<file path="src/rtl/genie_wrr_arbiter.sv">
// Packet-aware weighted round-robin arbiter: holds a grant from SOP to EOP and
// lets each input send up to weight[i] packets per turn before rotating.
module genie_wrr_arbiter #(
  parameter  int unsigned NI     = 2,
  parameter  int unsigned WBITS  = 4,
  localparam int unsigned NIBITS = $clog2(NI)
) (
  input  logic              clk,
  input  logic              reset,
  input  logic [NI-1:0]     i_req,
  input  logic [NI-1:0]     i_eop,
  input  logic              i_beat,
  output logic              o_valid,
  output logic [NIBITS-1:0] o_sel,
  output logic [NI-1:0]     o_grant,
  input  logic              i_cfg_wr,
  input  logic [NIBITS-1:0] i_cfg_idx,
  input  logic [WBITS-1:0]  i_cfg_weight
);

  typedef enum logic [1:0] {
    S_IDLE,
    S_GRANT,
    S_LOCKED
  } state_e;

  state_e              state_q, state_d;
  logic [WBITS-1:0]    credit_q, credit_d;
  logic [NIBITS-1:0]   last_sel_q, last_sel_d;
  logic [NIBITS-1:0]   sel_q, sel_d;
  logic [NI-1:0]       grant_q, grant_d;
  logic                valid_q, valid_d;
  logic [WBITS-1:0]    weight_q [NI];
  logic [WBITS-1:0]    weight_d [NI];

  logic                pick_found;
  logic [NIBITS-1:0]   pick_idx;
  logic                eop_pkt;
  logic                release_grant;

  // Rotating priority search starting just after the last released input.
  always_comb begin
    logic [NIBITS-1:0] cand;
    int unsigned       base;
    pick_found = 1'b0;
    pick_idx   = '0;
    cand       = '0;
    base       = 32'(last_sel_q);
    for (int unsigned k = 1; k <= NI; k++) begin
      cand = NIBITS'((base + k) % NI);
      if (!pick_found && i_req[cand] && (weight_q[cand] != '0)) begin
        pick_found = 1'b1;
        pick_idx   = cand;
      end
    end
  end

  always_comb begin
    weight_d = weight_q;
    if (i_cfg_wr && (32'(i_cfg_idx) < NI)) begin
      weight_d[i_cfg_idx] = i_cfg_weight;
    end
  end

  always_comb begin
    state_d       = state_q;
    credit_d      = credit_q;
    last_sel_d    = last_sel_q;
    sel_d         = sel_q;
    grant_d       = grant_q;
    valid_d       = valid_q;
    eop_pkt       = 1'b0;
    release_grant = 1'b0;

    case (state_q)
      S_IDLE: begin
        if (pick_found) begin
          sel_d    = pick_idx;
          grant_d  = NI'(1) << pick_idx;
          valid_d  = 1'b1;
          credit_d = weight_q[pick_idx];
          state_d  = S_GRANT;
        end
      end
      S_GRANT: begin
        if (i_beat) begin
          if (i_eop[sel_q]) begin
            eop_pkt = 1'b1;
          end else begin
            state_d = S_LOCKED;
          end
        end else if (!i_req[sel_q]) begin
          release_grant = 1'b1;
        end
      end
      S_LOCKED: begin
        if (i_beat && i_eop[sel_q]) begin
          eop_pkt = 1'b1;
        end
      end
      default: state_d = S_IDLE;
    endcase

    if (eop_pkt) begin
      credit_d = credit_q - WBITS'(1);
      if (credit_d == '0) begin
        release_grant = 1'b1;
      end else begin
        state_d = S_GRANT;
      end
    end

    // o_sel deliberately keeps its value across a release.
    if (release_grant) begin
      last_sel_d = sel_q;
      state_d    = S_IDLE;
      valid_d    = 1'b0;
      grant_d    = '0;
    end
  end

  always_ff @(posedge clk) begin
    if (reset) begin
      state_q    <= S_IDLE;
      credit_q   <= '0;
      last_sel_q <= NIBITS'(NI - 1);
      sel_q      <= '0;
      grant_q    <= '0;
      valid_q    <= 1'b0;
      for (int unsigned i = 0; i < NI; i++) begin
        weight_q[i] <= WBITS'(1);
      end
    end else begin
      state_q    <= state_d;
      credit_q   <= credit_d;
      last_sel_q <= last_sel_d;
      sel_q      <= sel_d;
      grant_q    <= grant_d;
      valid_q    <= valid_d;
      weight_q   <= weight_d;
    end
  end

  assign o_valid = valid_q;
  assign o_sel   = sel_q;
  assign o_grant = grant_q;

endmodule

</file>
<file path="config.mk">
export PLATFORM = sky130hd
export DESIGN_NAME = genie_wrr_arbiter
export DESIGN_NICKNAME = d
export VERILOG_FILES = /design/src/rtl/genie_wrr_arbiter.sv
export SDC_FILE = /design/constraint.sdc
export NUM_CORES = 1
export LEC_CHECK = 0
export ABC_CLOCK_PERIOD_IN_PS = 5300
export BUFFER_PORTS_ARGS = -buffer_cell sky130_fd_sc_hd__buf_4
export CORE_UTILIZATION = 33
export CTS_BUF_LIST = sky130_fd_sc_hd__clkbuf_16
export CTS_CLUSTER_SIZE = 30
export DETAILED_ROUTE_END_ITERATION = 12
export PLACE_DENSITY = 0.48
export SLEW_MARGIN = 40
export SYNTH_ARGS = -nofsm -noshare
export SYNTH_HDL_FRONTEND = slang
export SYNTH_SLANG_ARGS = --single-unit
</file>
<file path="constraint.sdc">
create_clock -name clk -period 5.3 [get_ports clk]
set_clock_uncertainty 0.2 [all_clocks]
set_input_delay 0.53 -clock clk [delete_from_list [all_inputs] [get_ports clk]]
set_output_delay 0.53 -clock clk [all_outputs]
set_load 0.005 [all_outputs]
</file>
## Word-level counts from Yosys, hierarchy flattened

Index checks and enable logic that the tools add are counted.

- Register bits: 19
- Input port bits: 13
- Output and inout port bits: 4

- Add/subtract/negate cells: 3
- Magnitude comparators: 8
- Equality and inequality tests: 2
- Shifts and indexed selects: 1
- Multiplexer cells: 42
- Bitwise gates (word level): 4
- Reductions and logical operators: 15

Operator list:

| cell | count |
|---|---|
| 4-bit two-way mux | 13 |
| 1-bit two-way mux | 20 |
| 2-bit two-way mux | 5 |
| 8-bit bitwise mux | 1 |
| 2-bit greater-or-equal comparator, second input constant | 4 |
| 1-bit NOT with 2-bit output | 4 |
| 4-bit nonzero test | 2 |
| 1-bit by 2-bit < comparator with 1-bit output, second input constant | 3 |
| 2-bit case mux with 3 select lines | 1 |
| 1-bit logical AND | 5 |
| 4-bit demux with 1-bit select | 1 |
| 4-bit logical NOT | 1 |
| 2-bit AND reduction | 2 |
| 2-bit nonzero test | 2 |
| 4-bit by 1-bit subtractor with 4-bit output, second input constant | 1 |
| 1-bit adder, second input constant | 2 |
| 2-bit by 1-bit == test with 1-bit output, second input constant | 1 |
| 2-bit == test, second input constant | 1 |
| 2-bit logical NOT | 1 |
| 2-bit by 1-bit < comparator with 1-bit output, second input constant | 1 |
| 1-bit case mux with 2 select lines | 1 |
| 2-bit OR reduction | 1 |
| 1-bit by 1-bit << shifter with 2-bit output, first input constant | 1 |
| 1-bit logical NOT | 1 |

## Depth between registers and ports, before layout

Gate-level depths: netlist of the first run.

- Depth after elaboration: 19
- Mapped depth: 7
- Mapped depth without buffers: 6

## Worst setup path before layout of the first run

No wires, ideal clock.

- Kind: flip-flop to flip-flop
- Start point: register state_q[1]
- End point: register credit_q[2]
- Library setup time: 82 ps
- Data arrival time: 1640 ps
- Required time: 5018 ps
- Slack: 3377 ps
- Cell stages (with the launch flop): 7
- Buffers on the path: 0
- Cell sequence: dfxtp_1 > inv_1 > ha_1 > o211ai_1 > nor2_1 > or3_2 > o221ai_1

- Word-level cells in the longest chain between the ends: 4
- Elaborated cells between the ends (all ways): 8
- Those cells by class: eq/ne: 2; mux: 2; reduce/logical: 4

RTL lines:

| element | line | source |
|---|---|---|
| from (decl) | 27 | `state_e state_q, state_d;` |
| from (signal assigned) | 134 | `state_q <= state_d;` |
| 2-bit == test / 2-bit by 1-bit == test with 1-bit output (equally long branches) | 75 | `case (state_q)` |
| 1-bit case mux with 2 select lines | 75 |  |
| 2-bit nonzero test (no source line) | - |  |
| 2-bit AND reduction (no source line) | - |  |
| to (signal assigned) | 135 | `credit_q <= credit_d;` |
| to (decl) | 28 | `logic [WBITS-1:0] credit_q, credit_d;` |

Parallel ways exist; a longest one is shown, timed or not.
A chain may end at the register's enable or synchronous reset.

## Worst setup path in the final report of the first run

Ends and elaborated chain as after synthesis.

==> metrics.md, run 1 <==
| Metric | Value |
|---|---|
| Ys flop type | `dfxtp_1` |
| Iter 0 DRT Violations | `46` |
| Area grow syn2layout | `20.0%` |
| Setup Viol. Count Final | `0` |
| CP Capture Type | `register` |
| Crit-path max FO | `6` |
| Fin crit share | `about two fifths` |
| Worst skew pair latency | `roughly 0.25 ns` |
| Leak | `about 0.54 nW` |
| Status | `completed` |
| Area post-placement | `1250 sq um` |
| # diodes | `0` |
| Largest area contributor in the netlist | `dfxtp_1` |
| Die height | `between 50 and 60 microns` |
| Comb pwr share | `between 30% and 40%` |
| I/O Buffers | `16` |
| Horiz. Die Dim | `about 60 microns` |
| Sw Share | `34.1%` |
| Post-Syn Instances | `roughly 130` |
| GRT overflow | `0` |
| Post-synthesis sequential area ratio | `about a third` |
| Num Clock Sinks | `19` |
| Tmin final | `roughly 2.2 ns` |
| Clk buf depth | `2` |
| Initial antenna violation count | `0` |
| Dominant cells by area after synthesis | `dfxtp_1 (34%), mux2i_1 (8.1%), ha_1 (6.8%)` |
| Largest net degree at the start of global routing | `20` |
| Clock root cell | `clkbuf_16` |
| Via count | `about 1000` |
| Count of different cell masters after synthesis | `40` |
| RSZ-0062 raised after global routing | `false` |
| Arr. time, crit path | `approximately 2.1 ns` |
| Finished Cell Area | `between 1000 and 1500 sq um` |
| Peak VDD IR | `roughly 110 uV` |
| EDFF count, synth | `0` |
| Internal Power | `0.000342 W` |
| Detail Route Antenna Nets | `0` |
| CTS tree | `built` |
| Slew Viols, Final | `0` |
| CTS Buf Count | `3` |
| Switching power total | `roughly 0.00018 W` |
| Critical Setup Path Class | `reg2reg` |
| Cts hold-fix bufs | `0` |
| Final hold violations | `0` |
| Register area | `about 380 sq um` |
| Total die area | `between 3000 and 4000 sq um` |
| Origin of the worst setup path | `state_q[1]` |
| Residual DRC | `0` |
| Post-synth ARST share | `0%` |
| Vias per cell | `around 5.3` |
| Clock power frac | `30.7%` |
| H-Tree Depth | `1` |
| Vias in the first global route | `between 1000 and 1500` |
| Max Cap Viol | `0` |
| Core area | `roughly 3100 sq um` |
| Dpl hpwl | `between 2 and 2.5 mm` |
| GRT Overall Usage | `17.5%` |
| Setup tns final | `0 ns` |
| Most common cell after layout, fill and taps aside | `dfxtp_1` |
| Power density cells | `slightly below 400 nW/um^2` |
| FP Rows | `20` |
| RePlAce Congestion | `about 0.82` |
| Sequential share of power | `between 30% and 40%` |
| Flops & latches, synth | `19` |
| # resized after CTS | `0` |
| Reg clk slew, reported paths | `roughly 0.06 ns` |
| Slew @ Worst Pin | `0.427 ns` |
| I/O pin total | `17` |
| Yosys warnings | `0` |
| Nets | `165` |
| Mapped Nets | `148` |
| Most frequent cells in the layout | `dfxtp_1 (19), buf_4 (16), nand2_1 (12), nor2_1 (11), mux2i_1 (9)` |
| Ratio of cells with drive above 1 in the final layout | `between 10% and 20%` |
| WL/cell | `~14 microns` |
| Total Routed Length | `2.64 mm` |
| Detailed Routing Iterations Pass 1 | `4` |
| Global-route wire length before repair | `about 4.7 mm` |
| Slew margin rel. | `a little under three quarters` |
| Starting Density | `35.4%` |
| CP required | `5.28 ns` |
| Achievable Freq | `roughly 460 MHz` |
| Share of the synthesized area in the top cell type | `between 30% and 40%` |
| R2r startpoint | `state_q[1]` |
| Average cell area after synthesis | `~8.6 sq um` |
| Worst hold path class | `reg2reg` |
| CP Launch Type | `register` |
| Mapped Area | `about 1100 sq um` |
| Post-CTS Setup Inserts | `0` |
| # fillers | `about 330` |
| Area taken by multi-input logic gates | `roughly 660 sq um` |
| Hold path start | `o_grant[1]` |
==> through the flow <==
stage	hold slack [ns]	std cells	total power, W	worst slack (ns)	utilization (%)
global route	0.300	189	0.000555	2.98	42.5
global placement	0.261	185	0.000364	3.16	40.0
detailed placement	0.264	185	0.000363	3.17	40.0
floorplan	0.253	129	0.000308	3.38	-
finish	0.269	189	0.000519	3.14	42.5
CTS	0.276	189	0.000522	3.17	42.5
==> worst paths after layout <==
path | end | slack (ns) | cells past startpoint
max | credit_q[2] | 3.14 | 6
min | o_grant[1] | 0.27 | 2
max reg2reg | credit_q[2] | 3.14 | 6
min reg2reg | o_grant[1] | 0.27 | 2
==> per-layer routing <==
metal / up-vias / part of all wire [%] / GRT usage (%)
li1: 510 / - / -
met1: 464 / 48 / 23.3
met2: 21 / 46 / 26.5
met3: 8 / 3.5 / 3.90
met4: 0 / 2.1 / 8.97
met5: - / 0 / 0
==> logic make-up (layout without fill, tap and decap cells) <==
logic type,Yosys count,after routing,synth area share [%]
XOR/XNOR,1,1,0.790
AO/OA/AOI/OAI,38,38,24.7
AND/OR/NAND/NOR,44,44,19.5
multiplexers,9,9,8.13
adder cells (fa/ha/maj),6,6,6.77
flip-flops,19,19,34.3
buffers and inverters,12,28,5.76
==> layout make-up <==
| cell class | count | share of cell area (%) |
|---|---|---|
| multi-input cells | 98 | 50.0 |
| clock buffers | 3 | 5.64 |
| inverters | 8 | 2.26 |
| well taps | 44 | 4.14 |
| flip-flops and latches | 19 | 28.6 |
| repair buffers | 16 | 9.03 |
| clock inverters | 1 | 0.376 |
==> power groups by stage <==
stage,registers (W),clock network [W],logic [W]
final,0.000190,0.000159,0.000170
after global routing,0.000194,0.000169,0.000192
after CTS,0.000190,0.000162,0.000170
after detailed placement,0.000193,0,0.000170
after global placement,0.000193,0,0.000171
after floorplan,0.000187,0,0.000121
==> flip-flops by register name, summed over array words and instances, names as in the netlist <==
register / count
o_sel: 1
state_q: 2
weight_q: 8
o_grant: 2
o_valid: 1
credit_q: 4
last_sel_q: 1
==> Yosys cell counts, types with 2 or more instances <==
cell and number:
dfxtp_1 19, nand2_1 12, nor2_1 11, mux2i_1 9, a21oi_1 8, inv_1 8, nand3_1 7, ha_1 6
o211ai_1 4, o21ai_0 4, a31oi_1 3, nor3_1 3, a21boi_0 2, a21o_1 2, buf_6 2, nand2b_1 2
o311ai_0 2, o31ai_1 2, o41a_1 2
==> worst max-delay path: stages (launching register included) <==
cell and delay (ns):
dfxtp_1 0.42, inv_1 0.09, ha_1 0.25, o211ai_1 0.27, nor2_1 0.17, or3_2 0.50
o221ai_1 0.19
No activity file was read; power rests on OpenSTA's default activity.
==> run 2, diff against run 1 <==
- ABC_CLOCK_PERIOD_IN_PS: 5300 -> 1800
- PLACE_DENSITY: 0.48 -> 0.5
- clock period: 5.3 -> 1.8 ns (I/O delays scaled with it)
==> metrics.md, run 2 (synthesis results as in run 1) <==
| Metric | Value |
|---|---|
| Setup Viol. Count Final | `2` |
| Critical Path Slowest Stage Cell | `a2111o_1` |
| Met1 wire length | `1.49 mm` |
| CTS tree | `built` |
| Final hold slack | `0.0210 ns` |
| Clock root cell | `clkbuf_16` |
| CP Cell Sequence | `inv_4 -> ha_4 -> o211ai_1 -> or2_4 -> a2111o_1 -> o221ai_2` |
| Core area | `around 3100 sq um` |
| Detailed Routing Iterations Pass 1 | `4` |
| Met3 Routed Length | `roughly 75 microns` |
| Worst Setup Slack, final | `-0.0675 ns` |
| Leak | `around 0.75 nW` |
| Power density cells | `around 1100 nW/um^2` |
| FP Rows | `20` |
| Critical Setup Path Class | `reg2reg` |
| Most common cell after layout, fill and taps aside | `buf_4` |
| Most frequent cells in the layout | `buf_4 (48), dfxtp_1 (14), nand2_1 (12), nor2_1 (10), mux2i_1 (9)` |
| Buf/Inv on CP | `1` |
| Iter 0 DRT Violations | `33` |
| Via count | `~1200` |
| Failing checks | `negative setup slack` |
| Arr. time, crit path | `around 1.9 ns` |
| Area grow syn2layout | `60.3%` |
| Tmin final | `around 1.9 ns` |
| Peak VDD IR | `453 uV` |
| Total die area | `roughly 3600 sq um` |
| Slew Viols, Final | `0` |
| Fin crit share | `104%` |
| Slew margin rel. | `between 70 and 80%` |
| CP peak stage delay | `approximately 0.40 ns` |
| Critical path's top delay family | `compound AO/OA/AOI/OAI gates` |
| Initial antenna violation count | `0` |
| Slew @ Worst Pin | `approximately 0.34 ns` |
| Vias in the first global route | `about 1100` |
| Num Clock Sinks | `19` |
| RSZ-0062 raised after global routing | `true` |
| Worst skew pair latency | `about 0.26 ns` |
| Die height | `approximately 60 microns` |
| I/O Buffers | `16` |
| CP Capture Type | `register` |
| Status | `complete, but fails checks` |
| # diodes | `0` |
| Clk buf depth | `2` |
| Highest routed layer | `met4` |
| RePlAce Congestion | `0.869` |
| CTS Buf Count | `3` |
| GRT overflow | `0` |
| CP required | `around 1.8 ns` |
| Nets | `about 200` |
| Global-route wire length before repair | `between 5 and 6 mm` |
| GRT Overall Usage | `20.2%` |
| Largest net degree at the start of global routing | `20` |
| Final hold violations | `0` |
| Total Routed Length | `3.29 mm` |
| Crit-path max FO | `7` |
| Max Cap Viol | `0` |
| Residual DRC | `0` |
| Achievable Freq | `535 MHz` |
| Max reg flops | `8` |
| WL/cell | `roughly 14 microns` |
| Worst hold path class | `in2reg` |
| Biggest register | `weight_q` |
| Vias per cell | `~5` |
| Largest registers | `weight_q: 8 flops, credit_q: 4 flops` |
| CP Launch Type | `register` |
| Routed wl met2 | `approximately 1.7 mm` |
| Detail Route Antenna Nets | `0` |
| Reg clk slew, reported paths | `0.06 ns` |
| Horiz. Die Dim | `~60 microns` |
| I/O pin total | `17` |
| Starting Density | `between 30% and 40%` |
| Ratio of cells with drive above 1 in the final layout | `between 40 and 50%` |
| Dpl hpwl | `between 2 and 2.5 mm` |
| H-Tree Depth | `1` |
| Setup tns final | `-0.104 ns` |
## run 2: worst paths after layout
| kind | slack (ns) | end | start | depth (start not counted) |
|---|---|---|---|---|
| worst max register to register | -0.07 | credit_q[2] | state_q[0] | 6 |
| worst min-delay path | 0.02 | weight_q[1] | i_cfg_idx | 3 |
| worst min register to register | 0.26 | o_grant[1] | o_grant[1] | 2 |
| worst max-delay path | -0.07 | credit_q[2] | state_q[0] | 6 |
## run 2: worst min-delay path: stages
cell     delay, ns
buf_4         0.13
nand3_1       0.07
a21oi_1       0.05
## run 2: routing by layer
| layer | vias to the layer above | track usage (%) |
|---|---|---|
| met2 | 22 | 36.5 |
| met4 | 0 | 7.97 |
| li1 | 586 | - |
| met1 | 539 | 23.3 |
| met5 | - | 0 |
| met3 | 7 | 3.46 |
## run 2: repair_timing
item / CTS / global route
pin swaps: 6 / 15
hold buffers: 4 / 0
resized for setup: 10 / 20
setup endpoints to repair: 11 / 11
setup buffers: 0 / 3
endpoints found under the hold margin: 6 / 0
## run 2: cell type report
class | count | area, sq um
repair buffers | 54 | 423
inverters | 8 | 35.0
clock inverters | 1 | 5.00
multi-input cells | 98 | 792
flip-flops and latches | 19 | 392
fillers | 290 | 1350
clock buffers | 3 | 75.1
well taps | 44 | 55.1
## run 2: metrics by stage
| stage | std cells | power, W | util (%) | instance area [sq um] | setup WS [ns] |
|---|---|---|---|---|---|
| floorplan | 129 | 0.000928 | - | 1130 | -0.0207 |
| global placement | 216 | 0.00128 | 48.1 | 1500 | -0.0847 |
| detailed placement | 216 | 0.00129 | 48.1 | 1500 | -0.134 |
| CTS | 224 | 0.00183 | 53.5 | 1670 | -0.0606 |
| global route | 227 | 0.00203 | 56.8 | 1780 | -0.117 |
| finish | 227 | 0.00191 | 56.8 | 1780 | -0.0675 |
## run 2: power breakdown
| part | total [W] | switching [W] | internal, W |
|---|---|---|---|
| logic | 0.000878 | 0.000414 | 0.000464 |
| registers | 0.000566 | 0.0000686 | 0.000497 |
| clock network | 0.000469 | 0.000171 | 0.000298 |
==> run 3, diff against run 2 <==
- RECOVER_POWER: not set -> 50
==> metrics.md, run 3 (synthesis results as in run 1) <==
| Metric | Value |
|---|---|
| Biggest register | `weight_q` |
| Slew Viols, Final | `0` |
| Worst Setup Slack, final | `-0.0670 ns` |
| GRT overflow | `0` |
| Critical Path Slowest Stage Cell | `a2111o_1` |
| Num Clock Sinks | `19` |
| Power, Total | `around 0.0019 W` |
| CP Cell Sequence | `inv_4 -> ha_4 -> o211ai_1 -> or2_4 -> a2111o_1 -> o221ai_2` |
| Vias in the first global route | `1112` |
| Status | `complete, but fails checks` |
| Setup tns final | `-0.103 ns` |
| FP Rows | `20` |
| RePlAce Congestion | `approximately 0.87` |
| Origin of the worst setup path | `state_q[0]` |
| Iter 0 DRT Violations | `26` |
| H-Tree Depth | `1` |
| I/O Buffers | `16` |
| Global-route wire length before repair | `just over 5 mm` |
| # fillers | `roughly 300` |
| Residual DRC | `0` |
| Via count | `about 1200` |
| Final hold violations | `0` |
| Register area | `roughly 390 sq um` |
| Total die area | `3600 sq um` |
| CP Launch Type | `register` |
| Arr. time, crit path | `1.85 ns` |
| Core area | `approximately 3100 sq um` |
| Failing checks | `negative setup slack` |
| Setup Viol. Count Final | `2` |
| Slew margin rel. | `just under 80%` |
| R2r startpoint | `state_q[0]` |
| CP Capture Type | `register` |
| Achievable Freq | `536 MHz` |
| Largest net degree at the start of global routing | `20` |
| Slew @ Worst Pin | `approximately 0.33 ns` |
| Hold path endpoint | `weight_q[1]` |
| Die height | `between 50 and 60 microns` |
| I/O pin total | `17` |
| Nets | `between 200 and 250` |
| Clk buf depth | `2` |
| Starting Density | `around 35%` |
| Worst hold path class | `in2reg` |
| Tmin final | `~1.9 ns` |
| CP peak stage delay | `~0.40 ns` |
| Ratio of cells with drive above 1 in the final layout | `42.6%` |
| Vias per cell | `5.09` |
| GRT Overall Usage | `between 20% and 30%` |
| Detailed Routing Iterations Pass 1 | `4` |
| Most frequent cells in the layout | `buf_4 (43), dfxtp_1 (14), nand2_1 (12), nor2_1 (10), mux2i_1 (9)` |
| Initial antenna violation count | `0` |
| Internal reg-to-reg setup slack | `-0.07 ns` |
| Worst skew pair latency | `around 0.26 ns` |
| Max reg flops | `8` |
| Power density cells | `between 1000 and 1500 nW/um^2` |
| Fin crit share | `104%` |
| Crit-path max FO | `7` |
| Area grow syn2layout | `59.9%` |
| WL/cell | `14.4 microns` |
| CTS tree | `built` |
| Leak | `between 0.7 and 0.8 nW` |
| Critical Setup Path Class | `reg2reg` |
| Most common cell after layout, fill and taps aside | `buf_4` |
| Clock root cell | `clkbuf_16` |
| Total Routed Length | `between 3 and 4 mm` |
| Area taken by multi-input logic gates | `slightly below 800 sq um` |
| Crit Reg-Reg Endpoint | `credit_q[2]` |
| Largest registers | `weight_q: 8 flops, credit_q: 4 flops` |
| Dpl hpwl | `between 2 and 2.5 mm` |
| # diodes | `0` |
| Hold depth | `3` |
| Peak VDD IR | `452 uV` |
| Hold path start | `i_cfg_idx` |
| Max Cap Viol | `0` |
| RSZ-0062 raised after global routing | `true` |
| Reg2reg path depth | `6` |
| CTS Buf Count | `3` |
| Horiz. Die Dim | `60.0 microns` |
| Detail Route Antenna Nets | `0` |
| Reg clk slew, reported paths | `0.06 ns` |
| CP required | `roughly 1.8 ns` |
==> run 3: cell count changes in the layout (fill, tap and decap cells not counted) <==
| cell | change |
|---|---|
| buf_4 | -5 |
| clkbuf_4 | +4 |
| clkbuf_1 | +1 |
==> run 3: critical path, delay by kind of cell (launching register included) <==
| kind | cells | cell delay [ns] |
|---|---|---|
| AO/OA/AOI/OAI | 3 | 0.59 |
| flip-flops | 1 | 0.38 |
| AND/OR/NAND/NOR | 1 | 0.32 |
| buffers and inverters | 1 | 0.05 |
| adder cells (fa/ha/maj) | 1 | 0.24 |
==> run 3: area by class of cell <==
type	count	share of cell area, %
clock inverter	1	0.282
tap	44	3.11
inverter	8	1.98
clock buffer	3	4.23
sequential	19	22.1
timing repair buffer	54	23.6
multi-input combinational	98	44.7
==> run 3: worst max-delay path by stage <==
stage                  endpoint
floorplan           credit_q[2]
global placement     o_grant[0]
detailed placement   o_grant[0]
CTS                 credit_q[2]
global route        credit_q[2]
finish              credit_q[2]
==> run 3: what timing repair did <==
action,in CTS,in global routing
hold endpoints to repair,6,0
endpoints found under the setup margin,11,11
buffers inserted,0,3
pin swaps,6,15
hold buffers,4,0
gates cloned,0,0
resized for setup,10,20
==> run 3: through the flow <==
stage                     instance area, sq um  utilization (%)  cells  worst slack, ns  hold slack (ns)
final                                     1770             56.7    227          -0.0670           0.0210
after global routing                      1770             56.7    227           -0.117           0.0385
after CTS                                 1670             53.5    224          -0.0606           0.0330
after detailed placement                  1500             48.1    216           -0.134            0.219
after global placement                    1500             48.1    216          -0.0847            0.214
after floorplan                           1130                -    129          -0.0207            0.109
==> run 3: metal layers <==
layer	GRT usage (%)	vias up	share of wire (%)
met5	0	-	0
met4	7.97	0	1.9
met3	3.46	7	2.2
met2	36.5	20	51
met1	23.3	543	45
li1	-	586	-
==> run 3: report_power, final <==
group / total (W) / leakage, nW / internal (W) / switching, W
Combinational: 0.000876 / 0.544 / 0.000462 / 0.000414
Clock: 0.000469 / 0.0409 / 0.000298 / 0.000171
Sequential: 0.000565 / 0.158 / 0.000497 / 0.0000683
Total: 0.00191 / 0.742 / 0.00126 / 0.000653
